--- config.mk ---
export PLATFORM = sky130hd
export DESIGN_NAME = uart_rx_fifo
export DESIGN_NICKNAME = d
export VERILOG_FILES = /design/src/rtl/uart_pkg.sv /design/src/rtl/uart_fifo_mem.sv /design/src/rtl/uart_rx_fifo.sv
export SDC_FILE = /design/constraint.sdc
export NUM_CORES = 1
export LEC_CHECK = 0
export CAP_MARGIN = 20
export CELL_PAD_IN_SITES_DETAIL_PLACEMENT = 1
export CELL_PAD_IN_SITES_GLOBAL_PLACEMENT = 2
export CORE_MARGIN = 4
export CORE_UTILIZATION = 45
export CTS_CLUSTER_DIAMETER = 30
export DETAILED_ROUTE_END_ITERATION = 16
export HOLD_SLACK_MARGIN = 0.02
export PLACE_DENSITY = 0.8
export SYNTH_ARGS = -nofsm -noshare
export SYNTH_HDL_FRONTEND = slang
export SYNTH_SLANG_ARGS = --single-unit
--- constraint.sdc ---
create_clock -name clk -period 3.2 [get_ports clk]
set_input_delay 0.48 -clock clk [delete_from_list [all_inputs] [get_ports clk]]
set_output_delay 0.48 -clock clk [all_outputs]
set_load 0.005 [all_outputs]
--- src/rtl/uart_pkg.sv ---
// Shared constants for the UART receive path: data width, default FIFO depth
// and the width of the dropped-byte counter.
package uart_pkg;

  localparam int unsigned UART_DATA_W        = 8;
  localparam int unsigned FIFO_DEPTH_DEFAULT = 16;
  localparam int unsigned DROP_CNT_W         = 8;

endpackage

--- src/rtl/uart_fifo_mem.sv ---
// DEPTH x UART_DATA_W register array: one synchronous write port and one
// asynchronous read port. Contents are intentionally not reset.
module uart_fifo_mem
  import uart_pkg::*;
#(
  parameter int unsigned DEPTH  = FIFO_DEPTH_DEFAULT,
  parameter int unsigned ADDR_W = $clog2(DEPTH)
) (
  input  logic                   clk_i,
  input  logic                   we_i,
  input  logic [ADDR_W-1:0]      waddr_i,
  input  logic [UART_DATA_W-1:0] wdata_i,
  input  logic [ADDR_W-1:0]      raddr_i,
  output logic [UART_DATA_W-1:0] rdata_o
);

  logic [UART_DATA_W-1:0] mem_q [DEPTH];

  always_ff @(posedge clk_i) begin
    if (we_i) begin
      mem_q[waddr_i] <= wdata_i;
    end
  end

  assign rdata_o = mem_q[raddr_i];

endmodule

--- src/rtl/uart_rx_fifo.sv ---
// Receive byte buffer: pushes on the rising edge of rx_done, FWFT valid/ready read port,
// sticky overrun flag. Define UART_RX_FIFO_STATS_EN to build the saturating drop counter.
module uart_rx_fifo
  import uart_pkg::*;
#(
  parameter int unsigned DEPTH  = FIFO_DEPTH_DEFAULT,
  parameter int unsigned ADDR_W = $clog2(DEPTH)
) (
  input  logic                   clk,
  input  logic                   rst,
  input  logic [UART_DATA_W-1:0] rx_data,
  input  logic                   rx_done,
  output logic [UART_DATA_W-1:0] rd_data,
  output logic                   rd_valid,
  input  logic                   rd_ready,
  output logic [ADDR_W:0]        count,
  output logic                   full,
  output logic                   overrun,
  input  logic                   clr_ovr,
  output logic [DROP_CNT_W-1:0]  drop_cnt
);

  localparam logic [ADDR_W:0] FullCount = (ADDR_W+1)'(DEPTH);

  logic              rx_done_q;
  logic [ADDR_W-1:0] wr_ptr_q, wr_ptr_d;
  logic [ADDR_W-1:0] rd_ptr_q, rd_ptr_d;
  logic [ADDR_W:0]   count_q, count_d;
  logic              overrun_q, overrun_d;
  logic              push, pop, wr_en, drop;

  assign push     = rx_done & ~rx_done_q;
  assign full     = (count_q == FullCount);
  assign rd_valid = (count_q != '0);
  assign pop      = rd_valid & rd_ready;
  // When full, a simultaneous pop frees the slot the write lands in.
  assign wr_en    = push & (~full | pop);
  assign drop     = push & full & ~pop;

  always_comb begin
    wr_ptr_d  = wr_ptr_q + ADDR_W'(wr_en);
    rd_ptr_d  = rd_ptr_q + ADDR_W'(pop);
    count_d   = count_q + (ADDR_W+1)'(wr_en) - (ADDR_W+1)'(pop);
    overrun_d = overrun_q;
    if (clr_ovr) begin
      overrun_d = 1'b0;
    end
    if (drop) begin
      overrun_d = 1'b1;
    end
  end

  always_ff @(posedge clk) begin
    if (rst) begin
      rx_done_q <= 1'b0;
      wr_ptr_q  <= '0;
      rd_ptr_q  <= '0;
      count_q   <= '0;
      overrun_q <= 1'b0;
    end else begin
      rx_done_q <= rx_done;
      wr_ptr_q  <= wr_ptr_d;
      rd_ptr_q  <= rd_ptr_d;
      count_q   <= count_d;
      overrun_q <= overrun_d;
    end
  end

  assign count   = count_q;
  assign overrun = overrun_q;

  uart_fifo_mem #(
    .DEPTH  (DEPTH),
    .ADDR_W (ADDR_W)
  ) u_mem (
    .clk_i   (clk),
    .we_i    (wr_en),
    .waddr_i (wr_ptr_q),
    .wdata_i (rx_data),
    .raddr_i (rd_ptr_q),
    .rdata_o (rd_data)
  );

`ifdef UART_RX_FIFO_STATS_EN
  logic [DROP_CNT_W-1:0] drop_cnt_q, drop_cnt_d;

  always_comb begin
    drop_cnt_d = drop_cnt_q;
    if (clr_ovr) begin
      drop_cnt_d = drop ? DROP_CNT_W'(1) : '0;
    end else if (drop && (drop_cnt_q != '1)) begin
      drop_cnt_d = drop_cnt_q + DROP_CNT_W'(1);
    end
  end

  always_ff @(posedge clk) begin
    if (rst) begin
      drop_cnt_q <= '0;
    end else begin
      drop_cnt_q <= drop_cnt_d;
    end
  end

  assign drop_cnt = drop_cnt_q;
`else
  assign drop_cnt = '0;
`endif

endmodule

==> summary.txt, run 1 <==
Final layout
  • Fill count: around 1200
  • Multi-input gate area: 1510 µm²
  • Reg area: 4150 µm²
  • Post-layout util: between 50 and 60%
  • Layout area overhead: 20.0%
  • Layout cell share with drive strength beyond 1: roughly a fifth
  • Diode count: 0
  • Nets: 385

Detailed routing
  • Routed WL per cell: 21.8 µm
  • M1 wire length: 5310 µm
  • First-iteration detailed-routing DRC count: 232
  • Routed WL: 11900 µm
  • Metal2 WL: 5920 µm
  • 1st-pass router iterations: 4
  • Vias: 2946
  • DRC violation count after routing: 0
  • Number of routed nets with antenna violations: 0
  • Uppermost layer routed: met4
  • Routed wl met3: 440 µm
  • Routed vias/inst: 5.39

Setup path
  • Startpoint type of the worst setup path: flop
  • Worst r2r src: count[3]
  • WP data required: between 2 and 3 ns
  • R2r setup slk: about 0.43 ns
  • CP max FO: 29
  • R2r worst-path depth: 12
  • Worst Path Arrival: roughly 2.5 ns
  • Nature of the critical path endpoint: primary output
  • Crit path kind: reg2out
  • R2R Path End: count[4]

Yosys
  • Synth top area cells: edfxtp_1, mux4_2, mux4_1
  • Mux share of post-synthesis cell area: between 10% and 20%
  • Synth Area in Adders: 2.29%
  • EDFF count, synth: 128
  • Post-synth top area share: 66.4%
  • Register area share after synthesis: slightly above 70%
  • Ys flop type: edfxtp_1
  • Synth cell types: 34
  • Post-synthesis compound-gate area fraction: under 10%
  • Post-synth top area cell: edfxtp_1
  • Syn_area_per_cell: 18.7 µm²
  • Yosys warning count: 0
  • Synth Register Bits: 143
  • Main combinational cell family by area after synthesis: multiplexers
  • Synth Area in Simple Gates: 5.90%
  • Synth Cell Area: around 5800 µm²
  • Post-Syn Instances: about 300
  • FFs w/ async S/R, synth: 0%
  • Post-Synth XOR/XNOR Area: 0.908%

Clock network
  • Clock-pin slew on the worst setup and hold paths: approximately 0.060 ns
  • H-tree Lvls: 4
  • Hold buffer count at cts: 0
  • CTS Buf Count: 17
  • Clk sinks: 143
  • Post-CTS sizing: 0
  • Postcts setup bufs: 0
  • Root buffer cell: clkbuf_16
  • Clock tree buffer depth: 2
  • CTS tree: built
  • Clk Latency, worst-skew pair: 0.42 ns

Die
  • Die area: 14700 µm²
  • Total core area: 12600 µm²
  • Num ports: 37
  • # rows: 41
  • Die span in y: ~120 µm
  • Die width: ~120 µm
  • Initial core utilization: 45.9%

STA
  • Worst-Margin Slew: 0.602 ns
  • Slew HR: 59.7%
  • Final period util: 94.5%
  • Fin crit period: 3.02 ns
  • # setup viols final: 0
  • Setup TNS Final: 0 ns
  • Final Hold Fails: 0
  • Max Clock Skew: 0.00516 ns
  • Maximum clock frequency: 0.331 GHz
  • RSZ-0062 raised after global routing: no
  • Max-slew violation count: 0

Worst hold path
  • Hold Path Class: reg2reg
  • Worst hold path stage count: 3
  • Worst Hold Endpoint: overrun
  • Hold wc startpoint: overrun

Power and ir drop
  • VDD IR max: roughly 0.54 mV
  • PwrDens: between 700 and 800 nW/µm²
  • Leakage: 2.34 nW

Place
  • Routability congestion estimate from global placement: 0.700
  • DP HPWL: 7570 µm
  • I/O Buffers: 28

Outcome
  • Status: finished, final reports clean

Run
  • Max-Cap Viols: 0

GRT
  • Pin count of the biggest net entering global routing: 30
  • Initial antenna violation count: 0
  • Vias in the first global route: 3146
  • Total track usage: 17.9%
  • First-pass GRT wire length: between 15000 and 20000 µm
  • Gr ovfl total: 0
==> metal layers <==
metal / vias to the layer above / GRT usage (%)
met3: 21 / 4.62
met5: - / 0
li1: 1318 / -
met2: 61 / 27.7
met1: 1546 / 24.0
met4: 0 / 7.84
==> flip-flops by register name (all words and copies together) (netlist names) <==
signal and flops:
u_mem.mem_q 128, count 5, rd_ptr_q 4, wr_ptr_q 4, overrun 1, rx_done_q 1
==> worst max-delay path, cell delays in order, from the launching register on <==
cell             delay (ns)
dfxtp_2                0.41
buf_12                 0.26
mux4_1                 0.60
a22oi_1                0.26
nand2_1                0.11
clkdlybuf4s50_1        0.47
==> cell type report <==
type / instances / area share, %
clock buffer: 17 / 6.12
clock inverter: 15 / 2.52
inverter: 7 / 0.378
multi-input combinational: 144 / 21.7
sequential: 143 / 59.7
tap: 172 / 3.10
timing repair buffer: 49 / 6.48
==> stage by stage <==
stage	power (mW)	hold WS, ns	cell area, µm²	worst slack (ns)	instances
6_report	5.23	0.613	6950	0.175	547
5_1_grt	5.47	0.658	6950	0.0395	547
4_1_cts	5.30	0.625	6950	0.120	547
3_5_place_dp	3.28	0.608	6350	0.416	515
3_3_place_gp	3.26	0.575	6350	0.512	515
2_1_floorplan	2.90	0.522	5820	0.734	316
==> power breakdown <==
group | switching, mW | total, mW | leakage (nW) | internal [mW]
registers | 0.0596 | 2.17 | 1.28 | 2.11
clock network | 0.716 | 2.00 | 0.294 | 1.28
logic | 0.465 | 1.06 | 0.771 | 0.599
==> logic make-up after synthesis <==
family / after synthesis
AO/OA/AOI/OAI: 22
other: 1
XOR/XNOR: 6
multiplexers: 32
buffers and inverters: 29
AND/OR/NAND/NOR: 66
flip-flops: 143
adder cells (fa/ha/maj): 10
==> synthesized netlist by cell type, types with 5 or more instances <==
library cell / count
nor2_1: 21
a22oi_1: 16
nand3_1: 5
ha_1: 9
buf_4: 9
edfxtp_1: 128
nand2_1: 11
dfxtp_1: 15
mux4_2: 18
nor2b_1: 12
mux4_1: 14
inv_1: 7
==> layout by cell type (no fill, tap or decap), types with 4 or more instances in the layout <==
cell type / n
edfxtp_1: 128
clkdlybuf4s50_1: 28
nor2_1: 21
buf_4: 20
mux4_2: 18
clkbuf_16: 17
a22oi_1: 16
mux4_1: 14
dfxtp_1: 14
nor2b_1: 12
nand2_1: 11
ha_1: 9
conb_1: 8
inv_1: 7
nand3_1: 5
clkinv_1: 5
nor4_2: 4
clkinv_2: 4
bufinv_16: 4
==> worst max-delay path by stage <==
stage               slack (ns)  cells after the start    endpoint   startpoint
finish                    0.18                      5  rd_data[4]  rd_ptr_q[0]
global route              0.04                      5  rd_data[7]  rd_ptr_q[0]
CTS                       0.12                      5  rd_data[4]  rd_ptr_q[0]
detailed placement        0.42                     11    count[4]      rx_done
global placement          0.51                     11    count[4]      rx_done
floorplan                 0.73                     12    count[4]     count[3]
Note: power is estimated with default switching activity, not from simulation.
==> run 2, diff against run 1 <==
HOLD_SLACK_MARGIN = unset   (was 0.02)
REMOVE_ABC_BUFFERS = 1   (was unset)
SKIP_CTS_REPAIR_TIMING = 1   (was unset)
==> run 2 against run 1 <==
  * Setup slack improved by 0.064 ns
  * Cell area fell by 0.16%
  * Die area did not move
  * Largest cell class unchanged
  * Register-to-register slack improved by 0.10 ns
  * Sequential cell count did not move
  * First-iteration DRC count decreased by 6.9%
  * Clock skew grew 0.0015 ns
  * Non-clock buffer count down 1
  * Count of clock-buffer cells in the layout grew 10
==> summary.txt, run 2 (synthesis gave the netlist of run 1 again) <==
Die
  • Die width: about 120 µm
  • Total core area: between 10000 and 15000 µm²
  • Die span in y: 121 µm
  • Initial core utilization: 45.9%
  • # rows: just over 40
  • Num ports: 37
  • Die area: 14700 µm²

Final layout
  • Nets: 384
  • Final cell count without fillers: about 550
  • Diode count: 0
  • Layout cell share with drive strength beyond 1: between 10% and 20%
  • Commonest non-fill, non-tap cells in the layout: edfxtp_1, clkdlybuf4s50_1, nor2_1, mux4_2, clkbuf_16
  • Largest Register: u_mem.mem_q
  • Max reg flops: around 130
  • Layout area overhead: 19.8%
  • Post-layout util: between 50 and 60%
  • Commonest non-fill, non-tap cell in the layout: edfxtp_1
  • Post-layout instance area: 6940 µm²

GRT
  • Total track usage: 16.8%
  • Pin count of the biggest net entering global routing: 29
  • Initial antenna violation count: 0
  • First-pass GRT wire length: 18000 µm
  • Vias in the first global route: 3200
  • Gr ovfl total: 0

Place
  • DP Worst Slack: 0.401 ns
  • Post-Place Cells: 514
  • DP HPWL: roughly 7300 µm
  • I/O Buffers: 28
  • Routability congestion estimate from global placement: 0.698
  • Placement Cell Area: between 6000 and 7000 µm²

STA
  • Setup ws final: 0.239 ns
  • Max-slew violation count: 0
  • RSZ-0062 raised after global routing: no
  • Max Clock Skew: 0.00667 ns
  • Fin crit period: 2.96 ns
  • Setup TNS Final: 0 ns
  • Final Hold Fails: 0
  • Slew HR: 48.8%
  • Final period util: 92.5%
  • Final hold slack: 0.585 ns
  • # setup viols final: 0
  • Maximum clock frequency: between 0.3 and 0.4 GHz
  • Worst-Margin Slew: 0.765 ns

Clock network
  • CTS tree: built
  • Clock tree buffer depth: 2
  • H-tree Lvls: 4
  • CTS Buf Count: 17
  • Root buffer cell: clkbuf_16
  • Clk sinks: 143
  • Clock-pin slew on the worst setup and hold paths: 0.05 ns
  • Clk Latency, worst-skew pair: 0.41 ns

Detailed routing
  • Routed vias/inst: ~5.4
  • Routed WL: between 10000 and 15000 µm
  • Vias: between 2000 and 3000
  • First-iteration detailed-routing DRC count: 216
  • DRC violation count after routing: 0
  • 1st-pass router iterations: 4
  • Routed WL per cell: 20.8 µm
  • Number of routed nets with antenna violations: 0

Setup path
  • CP max FO: 10
  • Crit path kind: reg2out
  • WP data required: roughly 2.7 ns
  • Worst Path Arrival: ~2.5 ns
  • Startpoint type of the worst setup path: flop
  • Nature of the critical path endpoint: primary output

Power and ir drop
  • PwrDens: about 740 nW/µm²
  • Leakage: 2.35 nW
  • Tot Pwr: 5.16 mW
  • VDD IR max: roughly 0.42 mV

Run
  • Max-Cap Viols: 0

Worst hold path
  • Hold Path Class: reg2reg

Outcome
  • Status: finished, final reports clean
[run 2: cell types whose count changed in the layout (fill, tap and decap cells not counted), sizes merged]
| cell | change |
|---|---|
| buf | -1 |
| bufinv | -3 |
| clkbuf | +10 |
| clkinv | -6 |
| clkinvlp | -1 |
[run 2: per-layer routing]
layer  GRT usage (%)  share of wire [%]  vias up
met2            28.3                 51       62
li1                -                  -     1322
met4            4.62                1.5        0
met5               0                  0        -
met3            4.94                3.3       18
met1            21.4                 44     1533
[run 2: path summary, 6_finish.rpt]
| check | from | endpoint | slack [ns] | depth (start not counted) |
|---|---|---|---|---|
| worst max-delay path | rd_ptr_q[0] | rd_data[4] | 0.24 | 5 |
| worst min register to register | rd_ptr_q[3] | rd_ptr_q[3] | 0.59 | 2 |
| worst max register to register | count[2] | count[4] | 0.53 | 12 |
| worst min-delay path | rd_ptr_q[3] | rd_ptr_q[3] | 0.59 | 2 |
[run 2: area by class of cell]
cell class / instances / area, µm²
Fill cell: 1161 / 5680
Sequential cell: 143 / 4150
Multi-Input combinational cell: 144 / 1490
Clock buffer: 27 / 544
Timing Repair Buffer: 48 / 468
Tap cell: 172 / 215
Clock inverter: 5 / 50.0
Inverter: 7 / 26.3
[run 2: worst max-delay path, cell delays in order, from the launching register on]
cell and delay [ns]:
dfxtp_4 0.45, buf_12 0.18, mux4_1 0.55, a22oi_1 0.30, nand2_1 0.12, clkdlybuf4s50_1 0.47
[run 2: where the power goes]
group	leakage, nW	internal, mW	switching [mW]
Sequential	1.28	2.11	0.0792
Combinational	0.769	0.619	0.438
Clock	0.298	1.24	0.681
Total	2.35	3.96	1.20
==> run 3, diff against run 2 <==
CELL_PAD_IN_SITES_DETAIL_PLACEMENT = 2   (was 1)
SETUP_SLACK_MARGIN = 0.05   (was unset)
==> run 3 against run 2 <==
  * Sequential cell count unchanged
  * Sequential power is essentially flat
  * Fmax down 1.0%
  * Via count grew 2.5%
  * Count of clock-buffer cells in the layout shrank 8
  * Routed wire length up 24%
  * Cell area is 0.87% lower
  * Register-to-register slack worse by 0.10 ns
  * Die area unchanged
  * Sequential share of layout area is 0.52 points higher
  * Largest cell class unchanged
  * Largest power group unchanged
==> summary.txt, run 3 (synthesis gave the netlist of run 1 again) <==
Outcome
  • Status: finished, final reports clean

Power and ir drop
  • PwrDens: 745 nW/µm²
  • VDD IR max: around 0.39 mV
  • Leakage: 2.31 nW

Final layout
  • Post-layout instance area: 6880 µm²
  • Largest Register: u_mem.mem_q
  • Multi-input gate area: 1490 µm²
  • Fill count: 1137
  • Commonest non-fill, non-tap cells in the layout: edfxtp_1, clkdlybuf4s50_1, nor2_1, mux4_2
  • Final cell count without fillers: 545
  • Max reg flops: 128
  • Diode count: 0
  • Commonest non-fill, non-tap cell in the layout: edfxtp_1
  • Reg area: 4150 µm²
  • Layout cell share with drive strength beyond 1: ~17%
  • Layout area overhead: 18.8%
  • Nets: 384

STA
  • Max Clock Skew: 0.00545 ns
  • Setup TNS Final: 0 ns
  • RSZ-0062 raised after global routing: no
  • Maximum clock frequency: 0.334 GHz
  • Final period util: 93.5%
  • # setup viols final: 0
  • Slew HR: a little under half
  • Max-slew violation count: 0
  • Final hold slack: 0.616 ns
  • Worst-Margin Slew: 0.788 ns
  • Fin crit period: 2.99 ns
  • Final Hold Fails: 0

Worst hold path
  • Hold Path Class: reg2reg

Setup path
  • CP max FO: 16
  • Worst Path Arrival: 2.51 ns
  • Crit-path cells: buf_12 -> mux4_1 -> a22oi_1 -> nand2_1 -> clkdlybuf4s50_1
  • WP data required: 2.72 ns
  • Startpoint type of the worst setup path: flop
  • Slowest-stage cell, CP: mux4_1
  • CP max stage delay: a little under 0.6 ns
  • Nature of the critical path endpoint: primary output
  • Crit path kind: reg2out

Detailed routing
  • First-iteration detailed-routing DRC count: 205
  • Routed vias/inst: approximately 5.5
  • DRC violation count after routing: 0
  • Routed WL: 14100 µm
  • 1st-pass router iterations: 6
  • Routed WL per cell: roughly 26 µm
  • Number of routed nets with antenna violations: 0
  • Vias: 3009

Clock network
  • Clock-pin slew on the worst setup and hold paths: 0.05 ns
  • Clk Latency, worst-skew pair: 0.42 ns
  • Root buffer cell: clkbuf_16
  • Clk sinks: approximately 140
  • Clock tree buffer depth: 2
  • CTS Buf Count: 17
  • CTS tree: built
  • H-tree Lvls: 4

Place
  • DP HPWL: 9220 µm
  • Placement Cell Area: ~6300 µm²
  • Post-Place Cells: approximately 500
  • I/O Buffers: 28
  • Routability congestion estimate from global placement: approximately 0.70

Die
  • Total core area: 12600 µm²
  • # rows: 41
  • Num ports: 37
  • Die width: 121 µm
  • Die span in y: 121 µm
  • Die area: 14700 µm²
  • Initial core utilization: between 40% and 50%

GRT
  • First-pass GRT wire length: 21300 µm
  • Vias in the first global route: 3348
  • Pin count of the biggest net entering global routing: 29
  • Met3 Use GR: under 10%
  • Initial antenna violation count: 0
  • Busiest grt layer: met2
  • Routing usage on met2: ~36%
  • Gr ovfl total: 0
  • Total track usage: 20.6%
  • Met1 Resource Use GR: 25.6%

Run
  • Max-Cap Viols: 0
==> run 3: cell count changes in the layout (fill, tap and decap cells not counted) <==
cell,before,now
bufinv_16,1,2
clkbuf_1,3,2
clkbuf_16,18,17
clkbuf_8,6,0
clkinv_1,0,7
clkinv_2,4,3
==> run 3: final timing paths <==
| path | slack, ns | endpoint | start | depth (start not counted) |
|---|---|---|---|---|
| setup / recovery | 0.21 | rd_data[4] | rd_ptr_q[0] | 5 |
| hold / removal | 0.62 | overrun | rx_done_q | 3 |
| setup reg to reg | 0.43 | count[4] | count[2] | 12 |
| hold reg to reg | 0.62 | overrun | rx_done_q | 3 |
==> run 3: critical path, delay by kind of cell (launching register included) <==
kind            cells  cell delay (ns)
buf+inv             2             0.68
simple gates        1             0.11
mux                 1             0.59
compound gates      1             0.23
flops               1             0.47
==> run 3: area by class of cell <==
cell class                 count  area share (%)
clock buffer                  19            6.30
clock inverter                12            1.47
multi-input combinational    144            21.6
inverter                       7           0.382
sequential                   143            60.3
tap                          172            3.13
timing repair buffer          48            6.80
==> run 3: power breakdown <==
group	internal, mW	leakage [nW]	switching (mW)
Combinational	0.623	0.769	0.479
Clock	1.12	0.263	0.706
Sequential	2.11	1.28	0.0884
Total	3.85	2.31	1.27
==> run 3: metrics by stage <==
| stage | setup slack [ns] | total power [mW] | utilization (%) |
|---|---|---|---|
| CTS | 0.0497 | 5.18 | 54.5 |
| floorplan | 0.464 | 2.85 | - |
| global route | 0.0912 | 5.36 | 54.5 |
| finish | 0.208 | 5.12 | 54.5 |
| detailed placement | 0.385 | 3.34 | 50.2 |
| global placement | 0.527 | 3.27 | 50.2 |
==> run 3: routing by layer <==
layer | vias to the layer above | wire length (µm) | part of all wire [%]
li1 | 1317 | - | -
met1 | 1605 | 6050 | 43
met2 | 72 | 7370 | 52
met3 | 15 | 508 | 3.6
met4 | 0 | 146 | 1.0
met5 | - | 0 | 0
==> variant: new RTL, settings of run 2 <==
`DROP_CNT_W`: 8 -> 10.
--- a/src/rtl/uart_pkg.sv
+++ b/src/rtl/uart_pkg.sv
@@ -5,5 +5,5 @@
   localparam int unsigned UART_DATA_W        = 8;
   localparam int unsigned FIFO_DEPTH_DEFAULT = 16;
-  localparam int unsigned DROP_CNT_W         = 8;
+  localparam int unsigned DROP_CNT_W         = 10;
 
 endpackage
Ports: changed (resized drop_cnt); port bits go from 37 to 39. The function was not compared with the original's and may differ.
==> variant against run 2 <==
- worst setup slack worse by 4.3 ps
- cell area down 1.0%
- synthesized area up 0.26%
- global-route usage up 0.82 points
- sequential cell count unchanged
- clock power down 7%
- total power down 2.8%
- via count down 0.41%
- wire length up 2.4%
==> variant: results <==
export IMPL_status="completed"
export IMPL_fin_nets=387
export IMPL_multi_input_area_um2=1490
export IMPL_dpl_worst_slack_ps=417
export IMPL_fillers=1210
export IMPL_final_cell_area_um2=6870
export IMPL_cellLeakagePower_nw=2.32
export IMPL_gp_congestion=0.698
export IMPL_slew_limit_headroom=0.605
export IMPL_seq_area_frac=0.604
export IMPL_drive_gt1_frac=0.170
export IMPL_first_global_vias=3183
export IMPL_buffer_area_frac=0.0656
export IMPL_clock_buffers=20
export IMPL_synth_fa_ha_area_frac=0.0228
export IMPL_grt_max_degree=34
export IMPL_p_clk_w=0.00179
export IMPL_synthTopCellsByArea="edfxtp_1 66%, mux4_2 7.0%, mux4_1 6.3%"
export IMPL_multi_input_cells=146
export IMPL_buffers=49
export IMPL_internal_power_w=0.00382
export IMPL_syn_area_per_cell_um2=18.7
export IMPL_clock_skew_final_ps=14.8
export IMPL_ys_seq_area_frac=0.714
export IMPL_grt_use_total=0.176
export IMPL_switching_share=0.237
export IMPL_dp_hpwl_um=7510
export IMPL_synth_xor_area_share=0.00905
export IMPL_drt_iter0_drc=236
export IMPL_seq_cells=143
export IMPL_muxShareOfSynthArea=0.133
export IMPL_final_clk_cell_share=0.0780
export IMPL_drt_wirelength_per_cell_um=21.2
export IMPL_dpl_instance_area_um2=6330
export IMPL_peakVddDrop_v=0.000386
variant: final timing paths:
kind	slack, ps	cells past startpoint	from	to
worst max-delay path	230	5	rd_ptr_q[0]$_SDFF_PP0_	rd_data[0]
worst min-delay path	570	2	rd_ptr_q[3]$_SDFF_PP0_	rd_ptr_q[3]$_SDFF_PP0_
worst max register to register	500	12	count[2]$_SDFF_PP0_	count[4]$_SDFF_PP0_
worst min register to register	570	2	rd_ptr_q[3]$_SDFF_PP0_	rd_ptr_q[3]$_SDFF_PP0_
variant: worst max-delay path: cells and delay by family (launching register included):
family / cells / cell delay (ps)
AND/OR/NAND/NOR: 1 / 140
multiplexers: 1 / 550
flip-flops: 1 / 340
AO/OA/AOI/OAI: 1 / 310
buffers and inverters: 2 / 730
variant: routing by layer:
metal,part of all wire,vias to the layer above,global-route usage,routed length (µm)
met5,0,-,0,0
met4,0.011,0,0.0630,132
met3,0.035,13,0.0511,403
met2,0.51,61,0.282,5970
met1,0.44,1523,0.233,5130
li1,-,1326,-,-
